`config.mk`:
```
export PLATFORM = sky130hd
export DESIGN_NAME = sysu_seg_scan_ctrl
export DESIGN_NICKNAME = d
export VERILOG_FILES = /design/src/rtl/sysu_seg_scan_ctrl.sv
export SDC_FILE = /design/constraint.sdc
export NUM_CORES = 1
export LEC_CHECK = 0
export ABC_AREA = 1
export CORE_MARGIN = 3
export CORE_UTILIZATION = 53
export DETAILED_ROUTE_END_ITERATION = 10
export GPL_ROUTABILITY_DRIVEN = 0
export PLACE_DENSITY_LB_ADDON = 0.15
export SETUP_SLACK_MARGIN = 0.02
export SYNTH_ARGS = -nofsm -noshare
export SYNTH_HDL_FRONTEND = slang
export SYNTH_SLANG_ARGS = --single-unit
```
`constraint.sdc`:
```
create_clock -name clk -period 2.4 [get_ports clk]
set_input_delay 0.24 -clock clk [delete_from_list [all_inputs] [get_ports clk]]
set_output_delay 0.24 -clock clk [all_outputs]
set_load 0.005 [all_outputs]
```
`src/rtl/sysu_seg_scan_ctrl.sv`:
```
// Multiplexed scan controller driving one shared BCD-to-seven-segment decoder.
// Optional leading-zero suppression is compiled in with `define SEG_SCAN_LZS_EN.
//
// state    | meaning
// ST_GAP   | all digits dark, BCD pre-settled for the coming digit
// ST_SHOW  | digit idx lit for DWELL cycles
module sysu_seg_scan_ctrl #(
    parameter int DIGITS = 4,
    parameter int DWELL  = 1000,
    parameter int GAP    = 16
) (
    input  logic                  clk,
    input  logic                  rst,
    input  logic                  en,
    input  logic                  ld,
    input  logic [4*DIGITS-1:0]   din,
    input  logic                  lt_req,
    output logic                  BCD_A,
    output logic                  BCD_B,
    output logic                  BCD_C,
    output logic                  BCD_D,
    output logic                  LT_n,
    output logic                  RBI_n,
    output logic                  BI_n,
    output logic [DIGITS-1:0]     dig_en,
    output logic                  frame_done
);

    localparam int MAXC = (DWELL > GAP) ? DWELL : GAP;
    localparam int CW   = (MAXC > 1) ? $clog2(MAXC) : 1;
    localparam int IW   = $clog2(DIGITS);

    localparam logic [CW-1:0] GAP_TC   = CW'(GAP - 1);
    localparam logic [CW-1:0] DWELL_TC = CW'(DWELL - 1);
    localparam logic [IW-1:0] IDX_MSD  = IW'(DIGITS - 1);

    typedef enum logic {
        ST_GAP  = 1'b0,
        ST_SHOW = 1'b1
    } state_t;

    state_t                state_q, state_d;
    logic [IW-1:0]         idx_q, idx_d;
    logic [CW-1:0]         cnt_q, cnt_d;
    logic [4*DIGITS-1:0]   shadow_q, shadow_d;
    logic [4*DIGITS-1:0]   active_q, active_d;
    logic                  pending_q, pending_d;

    logic [DIGITS-1:0]     dig_en_q, dig_en_d;
    logic                  bi_n_q, bi_n_d;
    logic [3:0]            bcd_q, bcd_d;
    logic                  lt_n_q;
    logic                  frame_done_q, frame_done_d;
    logic                  boundary;

    always_comb begin
        state_d   = state_q;
        idx_d     = idx_q;
        cnt_d     = cnt_q;
        shadow_d  = shadow_q;
        active_d  = active_q;
        pending_d = pending_q;
        boundary  = 1'b0;

        if (ld) begin
            shadow_d  = din;
            pending_d = 1'b1;
        end

        if (!en) begin
            state_d = ST_GAP;
            idx_d   = IDX_MSD;
            cnt_d   = '0;
        end else begin
            case (state_q)
                ST_GAP: begin
                    if (cnt_q == GAP_TC) begin
                        state_d = ST_SHOW;
                        cnt_d   = '0;
                    end else begin
                        cnt_d = cnt_q + CW'(1);
                    end
                end
                ST_SHOW: begin
                    if (cnt_q == DWELL_TC) begin
                        state_d  = ST_GAP;
                        cnt_d    = '0;
                        idx_d    = (idx_q == '0) ? IDX_MSD : idx_q - IW'(1);
                        boundary = (idx_q == '0);
                    end else begin
                        cnt_d = cnt_q + CW'(1);
                    end
                end
                default: begin
                    state_d = ST_GAP;
                    cnt_d   = '0;
                end
            endcase
        end

        // A load landing on the boundary keeps its own pending flag for next frame.
        if (boundary && pending_q) begin
            active_d = shadow_q;
            if (!ld) begin
                pending_d = 1'b0;
            end
        end
    end

    always_comb begin
        dig_en_d     = '0;
        bcd_d        = 4'd0;
        bi_n_d       = (state_d == ST_SHOW);
        frame_done_d = boundary;
        for (int i = 0; i < DIGITS; i++) begin
            if (idx_d == IW'(i)) begin
                bcd_d       = active_d[i*4 +: 4];
                dig_en_d[i] = (state_d == ST_SHOW);
            end
        end
    end

`ifdef SEG_SCAN_LZS_EN
    logic [DIGITS-1:0] lz;
    logic              zero_run;
    logic              rbi_n_q, rbi_n_d;

    // Suppression runs from the MSD down and stops at the first nonzero nibble.
    always_comb begin
        lz       = '0;
        zero_run = 1'b1;
        for (int i = DIGITS - 1; i >= 0; i--) begin
            zero_run = zero_run && (active_d[i*4 +: 4] == 4'd0);
            lz[i]    = zero_run && (i != 0);
        end
        rbi_n_d = 1'b1;
        for (int i = 0; i < DIGITS; i++) begin
            if ((idx_d == IW'(i)) && (state_d == ST_SHOW)) begin
                rbi_n_d = ~lz[i];
            end
        end
    end

    always_ff @(posedge clk) begin
        if (rst) begin
            rbi_n_q <= 1'b1;
        end else begin
            rbi_n_q <= rbi_n_d;
        end
    end

    assign RBI_n = rbi_n_q;
`else
    assign RBI_n = 1'b1;
`endif

    always_ff @(posedge clk) begin
        if (rst) begin
            state_q      <= ST_GAP;
            idx_q        <= IDX_MSD;
            cnt_q        <= '0;
            shadow_q     <= '0;
            active_q     <= '0;
            pending_q    <= 1'b0;
            dig_en_q     <= '0;
            bi_n_q       <= 1'b0;
            bcd_q        <= 4'd0;
            lt_n_q       <= 1'b1;
            frame_done_q <= 1'b0;
        end else begin
            state_q      <= state_d;
            idx_q        <= idx_d;
            cnt_q        <= cnt_d;
            shadow_q     <= shadow_d;
            active_q     <= active_d;
            pending_q    <= pending_d;
            dig_en_q     <= dig_en_d;
            bi_n_q       <= bi_n_d;
            bcd_q        <= bcd_d;
            lt_n_q       <= ~lt_req;
            frame_done_q <= frame_done_d;
        end
    end

    assign BCD_A      = bcd_q[0];
    assign BCD_B      = bcd_q[1];
    assign BCD_C      = bcd_q[2];
    assign BCD_D      = bcd_q[3];
    assign LT_n       = lt_n_q;
    assign BI_n       = bi_n_q;
    assign dig_en     = dig_en_q;
    assign frame_done = frame_done_q;

endmodule

```
==> impl_metrics.csv <==
group,metric,value,unit
status,status,"complete, no violations",
final_layout,synthToLayoutAreaGrowth,18.9,%
clocking,ctsResizeCount,0,
sta,hold_violations,0,
placed_design,dpl.hpwl,3130,um
drt,wl_per_cell,10.9,um
floorplan,pin_count,33,
placed_design,port_buffers,31,
synthesis,synthMuxAreaShare,0,%
floorplan,rows,23,
worst_setup_path,crit_path_start_kind,"flop",
flow_run,cap_violations,0,
drt,num_vias,1901,
final_layout,post-route-util,66.8,%
sta,fin_crit,1960,ps
floorplan,die_area,0.00516,mm2
clocking,cts_max_level,2,
clocking,clk_pin_slew,100,ps
grt,grt_antenna_before_repair,0,
drt,drt_iter0_drc,129,
final_layout,num_antenna_cells,0,
sta,setup_violations,0,
synthesis,synth_top_family_by_area,"simple AND/OR/NAND/NOR gates",
clocking,numCtsBuffers,5,
drt,drc,0,
synthesis,ys_seq_area_share,48.8,%
drt,ant_nets,0,
worst_setup_path,arrival,2210,ps
grt,grt_overflow,0,
drt,dr.pass1.iters,4,
drt,drt_wl_total,4200,um
floorplan,core,0.00409,mm2
synthesis,yosys_warnings,0,
grt,grt_pass1_vias,1784,
grt,grt_util_all_layers,18.3,%
synthesis,ys_types,27,
synthesis,synth_simple_gate_area_share,25.8,%
clocking,cts.sinks,56,
synthesis,synth_most_common_cell,"dfxtp_1",
clocking,cts_tree,"built",
hold_path,hp-class,"in2reg",
synthesis,netlist_instances,303,
synthesis,synthXorXnorAreaFrac,0.763,%
power_and_ir_drop,power_density,573,mW/mm2
sta,clock.fmax,510,MHz
floorplan,start_util,56.2,%
synthesis,ys_async_sr_fraction,0,%
worst_setup_path,cp-end-kind,"flop",
drt,drt-vias-per-instance,4.92,
synthesis,synth_fa_ha_area_share,1.09,%
sta,fin_crit_sh,81.7,%
synthesis,synth_edf_count,0,
floorplan,die_w,71.8,um
sta,finalSetupTns,0,ps
worst_setup_path,crit_type,"reg2reg",
synthesis,synth_top_area_share,48.8,%
synthesis,synthTopCellsByCount,"56 x dfxtp_1, 51 x nand2_1, 44 x inv_1, 42 x nor2_1, 22 x o21ai_0",
clocking,clockBufferDepth,2,
power_and_ir_drop,p_leak,1.11,nW
sta,skew,10.6,ps
sta,rsz0062_at_grt,"no",
grt,grt_max_degree,29,
worst_setup_path,required,2650,ps
final_layout,post_route_cells_drive_above_1_share,8.93,%
clocking,clock_latency,310,ps
final_layout,final_nets,358,
synthesis,synth_area_leaders,"dfxtp_1 49%, nand2_1 8.3%, inv_1 7.2%",
synthesis,synth-compound-area-share,13.6,%
synthesis,ys_seq_elements,56,
clocking,root_buffer,"clkbuf_8",
synthesis,synth_fp_nets,326,
synthesis,ys.flop_type,"dfxtp_1",
clocking,ctsHoldBuffers,0,
power_and_ir_drop,max-vdd-ir-drop,0.375,mV
worst_setup_path,crit_fanout,28,
floorplan,die_y,71.8,um
synthesis,syn_area,0.00230,mm2
clocking,post-cts-setup-buffers,0,
sta,drv_slew,0,
synthesis,synth_area_leader_cell,"dfxtp_1",
synthesis,syn_avg_cell_area,7.58,um2
grt,grt_pass1_wl,7560,um
## cells by family after synthesis
family,count (synthesis)
AO/OA/AOI/OAI,57
buffers and inverters,55
flip-flops,56
XOR/XNOR,2
adder cells (fa/ha/maj),2
AND/OR/NAND/NOR,130
other,1
## per-layer routing
metal / up-vias / GRT usage [%] / part of all wire, %
met4: 0 / 6.89 / 1.5
li1: 1018 / - / -
met5: - / 0 / 0
met2: 38 / 30.2 / 45
met1: 838 / 23.6 / 50
met3: 7 / 3.51 / 3.7
## worst max-delay path: stages (launching register included)
cell     delay (ps)
dfxtp_1         400
ha_1            210
nand2_2          90
nor2_4          130
nand2_2          70
nor2_4          110
nand3_4         270
o21ai_0         330
nand2_1          80
nand2_1          70
inv_1            40
a21oi_1         100
## worst paths after layout
check                                 start     endpoint  slack (ps)  depth (start not counted)
worst max register to register     cnt_q[0]     bcd_q[1]         440                         11
worst min register to register  shadow_q[4]  shadow_q[4]         470                          2
worst max-delay path               cnt_q[0]     bcd_q[1]         440                         11
worst min-delay path                 lt_req         LT_n         430                          2
## registers in the layout, indices dropped and copies added (netlist names)
signal / flops
frame_done: 1
BI_n: 1
LT_n: 1
idx_q: 2
dig_en: 4
shadow_q: 16
cnt_q: 10
pending_q: 1
active_q: 16
bcd_q: 4
## layout by cell type (no fill, tap or decap), drive strengths merged
master and n:
a21oi 21, inv 46, clkdlybuf4s50 31, clkinv 1, dfxtp 56, nor2 45, or2 2, nor3b 2
nand4 3, o21a 1, o21ai 34, buf 4, nand3 14, xor2 2, nor3 7, conb 1
nand2 56, ha 2, nor4 1, clkbuf 6, a31oi 1
## power by group
group,internal (W),switching (W)
Combinational,0.0000477,0.0000462
Clock,0.000209,0.000301
Sequential,0.000951,0.00000932
Total,0.00121,0.000357
## layout make-up
| cell class | count | area, um2 |
|---|---|---|
| sequential | 56 | 1120 |
| clock inverter | 2 | 13.8 |
| clock buffer | 6 | 72.6 |
| tap | 50 | 62.6 |
| fill | 359 | 1360 |
| inverter | 45 | 169 |
| multi-input combinational | 192 | 950 |
| timing repair buffer | 35 | 340 |
## metrics by stage
stage / setup WS [ps] / hold slack (ps) / total power, W / cell area [um2] / instances
after CTS: 419 / 417 / 0.00158 / 2730 / 386
after floorplan: 737 / 310 / 0.00103 / 2300 / 303
after global routing: 145 / 420 / 0.00162 / 2730 / 386
final: 438 / 426 / 0.00156 / 2730 / 386
after detailed placement: 449 / 454 / 0.00108 / 2640 / 378
after global placement: 548 / 452 / 0.00107 / 2640 / 378
(Power assumes the default switching activity.)
